==> src/rtl/bin_to_bcd_4digit_pkg.sv <==
// Shared constants and FSM encoding for the binary-to-BCD display converter.
package bin_to_bcd_4digit_pkg;

   localparam int unsigned BCD_MAX    = 9999;
   localparam int unsigned BCD_DIGITS = 4;
   localparam int unsigned BCD_WIDTH  = 4 * BCD_DIGITS;

   // 2'd3 is unreachable; the FSM recovers from it to ST_IDLE.
   typedef enum logic [1:0] {
      ST_IDLE  = 2'd0,
      ST_SHIFT = 2'd1,
      ST_DONE  = 2'd2
   } state_t;

endpackage

==> src/rtl/bin_to_bcd_4digit_add3.sv <==
// Double-dabble nibble corrector: adds 3 to any digit of 5 or more before the shift.
module bin_to_bcd_4digit_add3 (
   input  logic [3:0] i_nibble,
   output logic [3:0] o_nibble
);

   // Inputs never exceed 9, so the 4-bit sum cannot carry out.
   always_comb begin
      o_nibble = (i_nibble >= 4'd5) ? i_nibble + 4'd3 : i_nibble;
   end

endmodule

==> src/rtl/bin_to_bcd_4digit.sv <==
// Sequential double-dabble converter: unsigned binary -> four held BCD digits,
// saturating at 9999 with an overflow flag. Digits only change on completion.
module bin_to_bcd_4digit
   import bin_to_bcd_4digit_pkg::*;
#(
   parameter int unsigned IN_WIDTH = 14
) (
   input  logic                i_clk,
   input  logic                i_rst_n,
   input  logic                i_start,
   input  logic [IN_WIDTH-1:0] i_value,
   output logic                o_busy,
   output logic                o_done,
   output logic                o_overflow,
   output logic [3:0]          o_units,
   output logic [3:0]          o_tens,
   output logic [3:0]          o_hundreds,
   output logic [3:0]          o_thousands
);

   localparam int unsigned CNT_W = $clog2(IN_WIDTH);

   state_t                          state_q;
   logic [IN_WIDTH-1:0]             shift_q;
   logic [BCD_WIDTH-1:0]            scratch_q;
   logic [CNT_W-1:0]                cnt_q;
   logic                            ovf_pend_q;

   logic [BCD_WIDTH-1:0]            scratch_adj;
   logic [BCD_WIDTH+IN_WIDTH-1:0]   shifted;
   logic [BCD_WIDTH-1:0]            scratch_nxt;
   logic [IN_WIDTH-1:0]             shift_nxt;
   logic                            in_over;
   logic [IN_WIDTH-1:0]             in_sat;

   for (genvar d = 0; d < BCD_DIGITS; d++) begin : g_add3
      bin_to_bcd_4digit_add3 u_add3 (
         .i_nibble (scratch_q[4*d +: 4]),
         .o_nibble (scratch_adj[4*d +: 4])
      );
   end

   // Narrower inputs cannot exceed 9999, so saturation only exists at full width.
   if (IN_WIDTH >= 14) begin : g_sat
      assign in_over = (i_value > IN_WIDTH'(BCD_MAX));
      assign in_sat  = in_over ? IN_WIDTH'(BCD_MAX) : i_value;
   end else begin : g_no_sat
      assign in_over = 1'b0;
      assign in_sat  = i_value;
   end

   // Corrected scratch and remaining binary shift left together as one word.
   always_comb begin
      shifted     = {scratch_adj, shift_q} << 1;
      scratch_nxt = shifted[BCD_WIDTH+IN_WIDTH-1:IN_WIDTH];
      shift_nxt   = shifted[IN_WIDTH-1:0];
   end

   // Busy covers both the shifting phase and the completion cycle.
   always_comb begin
      o_busy = (state_q == ST_SHIFT) || (state_q == ST_DONE);
   end

   // FSM, datapath registers and registered outputs.
   always_ff @(posedge i_clk or negedge i_rst_n) begin
      if (!i_rst_n) begin
         state_q     <= ST_IDLE;
         shift_q     <= '0;
         scratch_q   <= '0;
         cnt_q       <= '0;
         ovf_pend_q  <= 1'b0;
         o_done      <= 1'b0;
         o_overflow  <= 1'b0;
         o_units     <= 4'd0;
         o_tens      <= 4'd0;
         o_hundreds  <= 4'd0;
         o_thousands <= 4'd0;
      end else begin
         o_done <= 1'b0;
         case (state_q)
            ST_IDLE: begin
               if (i_start) begin
                  shift_q    <= in_sat;
                  scratch_q  <= '0;
                  cnt_q      <= '0;
                  ovf_pend_q <= in_over;
                  state_q    <= ST_SHIFT;
               end
            end
            ST_SHIFT: begin
               scratch_q <= scratch_nxt;
               shift_q   <= shift_nxt;
               if (cnt_q == CNT_W'(IN_WIDTH - 1)) begin
                  // Publish the post-shift scratch so the last bit is included.
                  o_units     <= scratch_nxt[3:0];
                  o_tens      <= scratch_nxt[7:4];
                  o_hundreds  <= scratch_nxt[11:8];
                  o_thousands <= scratch_nxt[15:12];
                  o_overflow  <= ovf_pend_q;
                  o_done      <= 1'b1;
                  state_q     <= ST_DONE;
               end else begin
                  cnt_q <= cnt_q + CNT_W'(1);
               end
            end
            ST_DONE: begin
               state_q <= ST_IDLE;
            end
            default: begin
               state_q <= ST_IDLE;
            end
         endcase
      end
   end

endmodule

==> config.mk <==
export PLATFORM = sky130hd
export DESIGN_NAME = bin_to_bcd_4digit
export DESIGN_NICKNAME = d
export VERILOG_FILES = /design/src/rtl/bin_to_bcd_4digit_pkg.sv /design/src/rtl/bin_to_bcd_4digit_add3.sv /design/src/rtl/bin_to_bcd_4digit.sv
export SDC_FILE = /design/constraint.sdc
export NUM_CORES = 1
export LEC_CHECK = 0
export ABC_AREA = 1
export CAP_MARGIN = 25
export CORE_ASPECT_RATIO = 0.8
export CORE_UTILIZATION = 30
export CTS_CLUSTER_DIAMETER = 200
export DETAILED_ROUTE_END_ITERATION = 8
export GPL_ROUTABILITY_DRIVEN = 0
export GPL_TIMING_DRIVEN = 0
export PLACE_DENSITY = 0.61
export SKIP_CTS_REPAIR_TIMING = 1
export SYNTH_ARGS = -nofsm -noshare
export SYNTH_HDL_FRONTEND = slang
export SYNTH_HIERARCHICAL = 1
export SYNTH_SLANG_ARGS = --single-unit
==> constraint.sdc <==
create_clock -name i_clk -period 1.35 [get_ports i_clk]
set_input_delay 0.405 -clock i_clk [delete_from_list [all_inputs] [get_ports i_clk]]
set_output_delay 0.405 -clock i_clk [all_outputs]
set_load 0.01 [all_outputs]
==> results of run 1 <==
## critical path: stages, from the launching register on
cell and delay [ns]:
dfrtp_1 0.38, inv_2 0.11, ha_4 0.18, inv_4 0.04, o21ai_4 0.24, clkinv_4 0.21, buf_12 0.19, a21oi_4 0.10
a21oi_2 0.06
## placed cells by master (no fill, tap or decap), types with 2 or more instances in the layout
cell type        instances
nor2_1                  36
o21ai_2                 18
ha_2                     2
dfrtp_2                  4
clkbuf_16                9
o21ai_0                  6
buf_8                    6
nand2_4                  9
inv_1                   23
buf_12                   2
ha_4                     8
nor2_2                   3
nand2_1                 76
clkbuf_2                 2
dlymetal6s2s_1          21
ha_1                     2
buf_6                   14
buf_2                    2
clkinvlp_4               2
a21oi_2                  7
o2111ai_2                2
clkdlybuf4s50_1         12
dfrtp_1                 51
o21ai_1                  4
o31ai_1                  3
nand3_1                 11
a21oi_1                  3
buf_4                   13
nor2_4                  14
o31ai_2                  8
inv_2                   17
nand2_2                 40
## final timing paths
path / to / slack (ns) / depth (start not counted)
worst max-delay path: shift_q[7]$_DFFE_PN0P_ / -0.26 / 8
worst min-delay path: o_units[2]$_DFFE_PN0P_ / 0.1 / 1
worst max register to register: shift_q[7]$_DFFE_PN0P_ / -0.26 / 8
worst min register to register: o_tens[2]$_DFFE_PN0P_ / 0.48 / 2
max in group asynchronous: scratch_q[0]$_DFFE_PN0P_ / 0.67 / 2
min in group i_clk: shift_q[8]$_DFFE_PN0P_ / 0.44 / 5
## power groups by stage
stage | sequential, mW | combinational [mW] | clock [mW]
2_1_floorplan | 2.22 | 1.73 | 0
3_3_place_gp | 2.28 | 2.20 | 0
3_5_place_dp | 2.29 | 2.26 | 0
4_1_cts | 2.26 | 2.27 | 1.32
5_1_grt | 2.36 | 4.02 | 1.38
6_report | 2.32 | 3.69 | 1.29
## metal layers
layer  global-route usage  routed length [um]  up-vias
met5                    0                   0        -
met3               0.0271                 229        6
li1                     -                   -     1323
met1                0.181                3760     1356
met2                0.237                4080       46
met4               0.0422                  55        0
## sequential cells by signal (all words and copies together) (netlist names), 2 cells and up
name and flops:
scratch_q 16, shift_q 14, cnt_q 4, o_hundreds 4
o_tens 4, o_thousands 4, o_units 4, state_q 2
## area by class of cell
class	count	area, um2
fill	914	5080
multi-input combinational	264	1840
sequential	55	1380
timing repair buffer	62	716
inverter	44	181
buffer	14	173
tap	136	170
clock buffer	6	129
clock inverter	2	12.5
## metrics by stage
stage,instance area (um2),utilization,power (mW),setup WS (ns)
global placement,3570,0.368,4.48,-1.93
finish,4610,0.475,7.30,-0.265
CTS,3720,0.384,5.85,-0.644
detailed placement,3580,0.370,4.55,-0.457
floorplan,3050,-,3.95,-0.0112
global route,4610,0.475,7.76,-0.328
==> summary.md, run 1 <==
| Metric | Value |
|---|---|
| Peak Freq | `0.619 GHz` |
| Clk Latency, worst-skew pair | `0.30 ns` |
| CTS max path bufs | `2` |
| NetSw | `2.97 mW` |
| Min cycle time layout | `1.61 ns` |
| Max VDD drop | `0.966 mV` |
| WP data required | `1.54 ns` |
| Status | `complete, but fails checks` |
| Initial DRC count | `116` |
| Max_cap viols | `0` |
| DR pass1 iterations | `4` |
| Internal power | `4.33 mW` |
| CTS H-tree depth | `2` |
| Vias in the first global route | `2,466` |
| Pleak | `2.39 nW` |
| Setup crit end kind | `flip-flop` |
| Yosys warns | `6` |
| First-pass GRT wire length | `11.5 mm` |
| Sink Count | `55` |
| Total negative slack | `-9.65 ns` |
| Syn Nets | `406` |
| Placeable Area | `9690 um2` |
| Setup Viol. Count Final | `54` |
| Placed Instances | `549` |
| Largest net degree at the start of global routing | `34` |
| Syn Area/Cell | `8.00 um2` |
| GRT Overall Usage | `0.140` |
| Vias/cell | `4.68` |
| CTS tree | `yes` |
| Layout cells sized above 1 | `0.434` |
| Violated checks | `setup timing` |
| Slew Viols, Final | `0` |
| Slew of the pin with the lowest slew margin | `0.565 ns` |
| IO Pins | `36` |
| Endpoints failing hold | `0` |
| Worst Setup SP | `state_q[1]$_DFFE_PN0P_` |
| HPWL after detailed placement | `5.05 mm` |
| Die area | `10,500 um2` |
| Area growth syn-to-layout | `52.8%` |
| Worst Hold Class | `in -> async` |
| Critical path type | `reg -> reg` |
| Routed WL | `8.13 mm` |
| DRC | `0` |
| Num rows | `32` |
| Sequential share of power | `0.318` |
| Pwr Density | `1580 nW/um2` |
| Clock Power Share | `0.177` |
| GRT overflow | `0` |
| Die Y | `91.7 um` |
| CTS root buffer | `clkbuf_16` |
| Crit share post-route | `1.20` |
| CTS clock-pin slew for the worst setup and hold paths | `0.07 ns` |
| Arrival time at the worst endpoint | `1.81 ns` |
| Final setup skew | `0.00724 ns` |
| Combinational power share | `0.506` |
| Max_slew headroom | `0.623` |
| DR vias | `2,731` |
| CTS buffer count | `5` |
| Worst setup margin | `-0.265 ns` |
| Synth Cell Area | `3010 um2` |
| Port Buffers | `35` |
| Fin cells | `583` |
| Initial core utilization | `0.311` |
| Layout net count | `475` |
| Max FO, Critical Path | `8` |
| Min Hold Slack | `0.0983 ns` |
| Reg2reg start | `state_q[1]$_DFFE_PN0P_` |
| Ant diodes | `0` |
| Initial antenna violation count | `0` |
| Final ANT Viol Nets | `0` |
| RSZ-0062 raised after global routing | `yes` |
| Sw frac | `0.407` |
| Overall die width | `114 um` |
| Crit start category | `flip-flop` |
| Routed length per instance | `13.9 um` |
| Gate Count Post-Synth | `377` |
No activity file was read; power rests on OpenSTA's default activity.
==> inputs of run 2 (changes only) <==
--- a/config.mk
+++ b/config.mk
@@ -9,11 +9,11 @@
 export CAP_MARGIN = 25
 export CORE_ASPECT_RATIO = 0.8
 export CORE_UTILIZATION = 30
-export CTS_CLUSTER_DIAMETER = 200
+export CTS_CLUSTER_DIAMETER = 100
 export DETAILED_ROUTE_END_ITERATION = 8
 export GPL_ROUTABILITY_DRIVEN = 0
-export GPL_TIMING_DRIVEN = 0
 export PLACE_DENSITY = 0.61
+export RECOVER_POWER = 100
 export SKIP_CTS_REPAIR_TIMING = 1
 export SYNTH_ARGS = -nofsm -noshare
 export SYNTH_HDL_FRONTEND = slang
==> run 2 against run 1 <==
Net effect: the run still ends with setup timing left; fmax up 2.7%; register-to-register slack better by 0.04 ns; cell area down 2.3%; via count down 1.1%; setup slack better by 0.042 ns; clock skew down 0.0030 ns; flip-flop and latch count unchanged; wire length down 7.7%; hold slack better by 0.37 ns; final cell count up 1.4%; critical endpoint is now o_busy; highest routed layer unchanged; global-route usage down 0.22 points.
==> summary.md, run 2 (same netlist as run 1, synthesis figures left out) <==
| Metric | Value |
|---|---|
| Status | `complete, but fails checks` |
| Violated checks | `setup timing` |
| Ant diodes | `0` |
| Die Y | `91.7 um` |
| Vias in the first global route | `2,551` |
| Pwr Density | `1550 nW/um2` |
| Arrival time at the worst endpoint | `1.17 ns` |
| Setup crit end kind | `primary output` |
| Layout net count | `485` |
| HPWL after detailed placement | `4.87 mm` |
| Routed length per instance | `12.7 um` |
| Post-route design area | `4500 um2` |
| Biggest register | `scratch_q` |
| Worst slack at placement | `-0.387 ns` |
| Slew of the pin with the lowest slew margin | `0.491 ns` |
| Initial DRC count | `107` |
| DR vias | `2,700` |
| Placeable Area | `9690 um2` |
| Final setup skew | `0.00427 ns` |
| Largest register FFs | `16` |
| Tot Pwr | `7.00 mW` |
| CTS tree | `yes` |
| Crit start category | `flip-flop` |
| Layout cells sized above 1 | `0.356` |
| Critical path type | `reg -> out` |
| Max FO, Critical Path | `2` |
| GRT Overall Usage | `0.138` |
| RSZ-0062 raised after global routing | `yes` |
| CTS clock-pin slew for the worst setup and hold paths | `0.07 ns` |
| CTS max path bufs | `2` |
| Largest net degree at the start of global routing | `38` |
| Vias/cell | `4.57` |
| Layout Utilization | `0.465` |
| Final ANT Viol Nets | `0` |
| Area growth syn-to-layout | `49.4%` |
| Max_slew headroom | `0.673` |
| Clk Latency, worst-skew pair | `0.29 ns` |
| Max_cap viols | `0` |
| Sink Count | `55` |
| WP data required | `0.95 ns` |
| CTS root buffer | `clkbuf_16` |
| CTS buffer count | `5` |
| First-pass GRT wire length | `11.5 mm` |
| DRC | `0` |
| Initial antenna violation count | `0` |
| Initial core utilization | `0.311` |
| Regs by FF count | `scratch_q (16), shift_q (14)` |
| IO Pins | `36` |
| Peak Freq | `0.636 GHz` |
| DR pass1 iterations | `4` |
| Pleak | `2.34 nW` |
| Worst Hold Class | `in -> async` |
| GRT overflow | `0` |
| Port Buffers | `35` |
| DP Area | `3800 um2` |
| Endpoints failing hold | `0` |
| Setup Viol. Count Final | `54` |
| Min cycle time layout | `1.57 ns` |
| Most frequent cells in the layout | `nand2_1, dfrtp_1, nor2_1` |
| Slew Viols, Final | `0` |
| Overall die width | `114 um` |
| CTS H-tree depth | `2` |
| Num rows | `32` |
| Routed WL | `7.50 mm` |
| Crit share post-route | `1.16` |
| Worst setup margin | `-0.223 ns` |
| Commonest non-fill, non-tap cell in the layout | `nand2_1` |
| Min Hold Slack | `0.465 ns` |
| Max VDD drop | `0.713 mV` |
| Die area | `10,500 um2` |
run 2: cell types whose count changed in the layout (fill, tap and decap cells not counted), moves of 4 or more:
cell,change
nand2_2,-22
ha_4,-5
inv_2,-7
inv_1,+7
buf_12,+5
nand2_1,+24
o21ai_1,+4
nand3_2,+6
ha_2,+4
nor2_2,+5
buf_8,-5
o21ai_2,-6
buf_4,+13
nand3_1,-6
run 2: report_power, final:
| group | switching, mW | internal [mW] |
|---|---|---|
| logic | 1.93 | 1.57 |
| clock network | 0.563 | 0.670 |
| registers | 0.272 | 2.00 |
| total | 2.76 | 4.23 |
run 2: path summary, 6_finish.rpt:
| check | start | end | slack (ns) | cells after the start |
|---|---|---|---|---|
| max | state_q[0]$_DFFE_PN0P_ | o_busy | -0.22 | 3 |
| min | i_rst_n | o_units[3]$_DFFE_PN0P_ | 0.47 | 2 |
| max reg2reg | state_q[1]$_DFFE_PN0P_ | cnt_q[0]$_DFFE_PN0P_ | -0.22 | 10 |
| min reg2reg | o_units[1]$_DFFE_PN0P_ | o_units[1]$_DFFE_PN0P_ | 0.48 | 2 |
| max in group asynchronous | i_rst_n | o_units[0]$_DFFE_PN0P_ | 0.15 | 3 |
| min in group i_clk | o_units[1]$_DFFE_PN0P_ | o_units[1]$_DFFE_PN0P_ | 0.48 | 2 |
run 2: area by class of cell:
type | count | area (um2)
sequential | 55 | 1380
clock buffer | 6 | 129
multi-input combinational | 264 | 1700
tap | 136 | 170
timing repair buffer | 86 | 945
inverter | 44 | 179
fill | 947 | 5190
run 2: critical path, cell delays in order (launching register included):
cell and delay, ns:
dfrtp_1 0.39, inv_1 0.12, ha_4 0.21, dlymetal6s2s_1 0.16
run 2: per-stage QoR:
| stage | std cells | TNS (ns) |
|---|---|---|
| after CTS | 577 | -12.03 |
| final | 591 | -6.50 |
| after floorplan | 377 | -0.0553 |
| after global routing | 591 | -10.57 |
| after detailed placement | 571 | -14.15 |
| after global placement | 571 | -13.12 |
run 2: routing by layer:
metal / up-vias / wire, um / share of wire / global-route usage
li1: 1345 / - / - / -
met1: 1293 / 3350 / 0.45 / 0.180
met2: 56 / 3740 / 0.50 / 0.230
met3: 6 / 339 / 0.045 / 0.0330
met4: 0 / 76 / 0.010 / 0.0325
met5: - / 0 / 0 / 0
==> inputs of run 3 (changes only) <==
--- a/config.mk
+++ b/config.mk
@@ -10,8 +10,10 @@
 export CORE_ASPECT_RATIO = 0.8
 export CORE_UTILIZATION = 30
 export CTS_CLUSTER_DIAMETER = 100
+export CTS_CLUSTER_SIZE = 30
 export DETAILED_ROUTE_END_ITERATION = 8
 export GPL_ROUTABILITY_DRIVEN = 0
+export GPL_TIMING_DRIVEN = 0
 export PLACE_DENSITY = 0.61
 export RECOVER_POWER = 100
 export SKIP_CTS_REPAIR_TIMING = 1
==> run 3 against run 2 <==
Net effect: the run still ends with setup timing left; wire length rose by 8.3%; total power is 4.2% higher; global-route usage rose by 0.22 points; count of clock-buffer cells in the layout is the same; cell area is 2.0% higher; via count up 1.3%; combinational power increased by 5%; register-to-register slack got worse by 0.04 ns; critical path depth grew 5; hold slack lost 0.36 ns; setup slack worse by 0.042 ns; largest cell class unchanged; highest routed layer unchanged.
==> summary.md, run 3 (same netlist as run 1, synthesis figures left out) <==
| Metric | Value |
|---|---|
| Violated checks | `setup timing` |
| Clk Latency, worst-skew pair | `0.30 ns` |
| Max VDD drop | `0.966 mV` |
| Uppermost layer routed | `met4` |
| Port Buffers | `35` |
| Commonest non-fill, non-tap cell in the layout | `nand2_1` |
| Endpoints failing hold | `0` |
| Initial antenna violation count | `0` |
| Layout net count | `475` |
| Pleak | `2.38 nW` |
| GRT overflow | `0` |
| Layout Utilization | `0.474` |
| Routed length per instance | `13.9 um` |
| Setup Viol. Count Final | `54` |
| DP Area | `3580 um2` |
| Area growth syn-to-layout | `52.3%` |
| Sink Count | `55` |
| Layout cells sized above 1 | `0.432` |
| Vias in the first global route | `2,466` |
| RSZ-0062 raised after global routing | `yes` |
| Clock Power Share | `0.177` |
| Pwr Density | `1590 nW/um2` |
| Combinational power share | `0.505` |
| Vias/cell | `4.69` |
| Sw frac | `0.407` |
| NetSw | `2.97 mW` |
| CTS max path bufs | `2` |
| CTS tree | `yes` |
| DR vias | `2,734` |
| WP data required | `1.54 ns` |
| Layout fillers | `915` |
| Met2 routed WL | `4.08 mm` |
| Initial DRC count | `114` |
| GRT Overall Usage | `0.140` |
| Total negative slack | `-9.63 ns` |
| Max_slew headroom | `0.605` |
| Ant diodes | `0` |
| IO Pins | `36` |
| Regs by FF count | `scratch_q (16), shift_q (14)` |
| Largest net degree at the start of global routing | `34` |
| Post-route design area | `4590 um2` |
| Internal power | `4.32 mW` |
| Max_cap viols | `0` |
| Largest register FFs | `16` |
| Slew Viols, Final | `0` |
| Crit start category | `flip-flop` |
| Final ANT Viol Nets | `0` |
| CTS H-tree depth | `2` |
| Min Hold Slack | `0.102 ns` |
| Setup crit end kind | `flip-flop` |
| M1 WL | `3.77 mm` |
| Arrival time at the worst endpoint | `1.81 ns` |
| WL met3 | `229 um` |
| Min cycle time layout | `1.61 ns` |
| HPWL after detailed placement | `5.05 mm` |
| Max FO, Critical Path | `8` |
| CTS root buffer | `clkbuf_16` |
| Sequential share of power | `0.318` |
| Most frequent cells in the layout | `nand2_1, dfrtp_1, nand2_2` |
| Slew of the pin with the lowest slew margin | `0.593 ns` |
| Worst setup margin | `-0.264 ns` |
| Peak Freq | `0.619 GHz` |
| Cells on worst reg2reg path | `8` |
| Register-to-register path setup slack | `-0.26 ns` |
| CTS clock-pin slew for the worst setup and hold paths | `0.07 ns` |
| Num rows | `32` |
| Initial core utilization | `0.311` |
| Placeable Area | `9690 um2` |
| Critical path type | `reg -> reg` |
| Die Y | `91.7 um` |
| DR pass1 iterations | `4` |
| Status | `complete, but fails checks` |
| Crit share post-route | `1.20` |
| DRC | `0` |
| Final setup skew | `0.00726 ns` |
| Worst Setup SP | `state_q[1]$_DFFE_PN0P_` |
| Reg-to-reg endpoint | `shift_q[7]$_DFFE_PN0P_` |
| Overall die width | `114 um` |
| Worst Hold Class | `in -> async` |
| Routed WL | `8.13 mm` |
| Reg2reg start | `state_q[1]$_DFFE_PN0P_` |
| Biggest register | `scratch_q` |
| CTS buffer count | `5` |
| Die area | `10,500 um2` |
| First-pass GRT wire length | `11.5 mm` |
## run 3: cell types whose count changed in the layout (fill, tap and decap cells not counted), moves of 5 or more
cell,delta
nand2_1,-24
nand2_2,+22
buf_4,-13
inv_1,-7
inv_2,+7
buf_12,-6
nand3_1,+6
nand3_2,-6
nor2_2,-6
o21ai_2,+6
buf_8,+5
ha_4,+5
## run 3: power groups by stage
stage | combinational (mW) | clock (mW) | sequential, mW
6_report | 3.68 | 1.29 | 2.32
5_1_grt | 4.02 | 1.38 | 2.36
4_1_cts | 2.27 | 1.32 | 2.26
3_5_place_dp | 2.26 | 0 | 2.29
3_3_place_gp | 2.20 | 0 | 2.28
2_1_floorplan | 1.73 | 0 | 2.22
## run 3: worst max-delay path by stage
stage                                      to  slack (ns)  cells past startpoint
finish                 shift_q[7]$_DFFE_PN0P_       -0.26                      8
global route           shift_q[7]$_DFFE_PN0P_       -0.33                      8
CTS                                    o_busy       -0.64                      3
detailed placement   scratch_q[9]$_DFFE_PN0P_       -0.46                      7
global placement    o_hundreds[2]$_DFFE_PN0P_       -1.93                      1
floorplan              shift_q[7]$_DFFE_PN0P_       -0.01                      8
## run 3: layer usage
| metal | vias to the layer above | GRT usage |
|---|---|---|
| met3 | 6 | 0.0271 |
| li1 | 1323 | - |
| met4 | 0 | 0.0422 |
| met5 | - | 0 |
| met1 | 1359 | 0.181 |
| met2 | 46 | 0.237 |
## run 3: layout make-up
type                    count  area, um2  area share
plain buffers              14        173      0.0376
repair buffers             62        703       0.153
well taps                 136        170      0.0371
flip-flops and latches     55       1380       0.301
multi-input cells         264       1840       0.401
clock inverters             2       12.5     0.00273
clock buffers               6        129      0.0281
inverters                  44        181      0.0395
## run 3: through the flow
step | std cells | setup slack [ns] | power [mW]
after floorplan | 377 | -0.0112 | 3.95
after global placement | 548 | -1.93 | 4.48
after detailed placement | 549 | -0.457 | 4.55
after CTS | 557 | -0.644 | 5.85
after global routing | 583 | -0.328 | 7.75
final | 583 | -0.264 | 7.29
## run 3: worst max-delay path, stage by stage, from the launching register on
cell      delay, ns
dfrtp_1        0.38
inv_2          0.11
ha_4           0.18
inv_4          0.04
o21ai_4        0.24
clkinv_4       0.21
buf_12         0.19
a21oi_4        0.10
a21oi_2        0.06
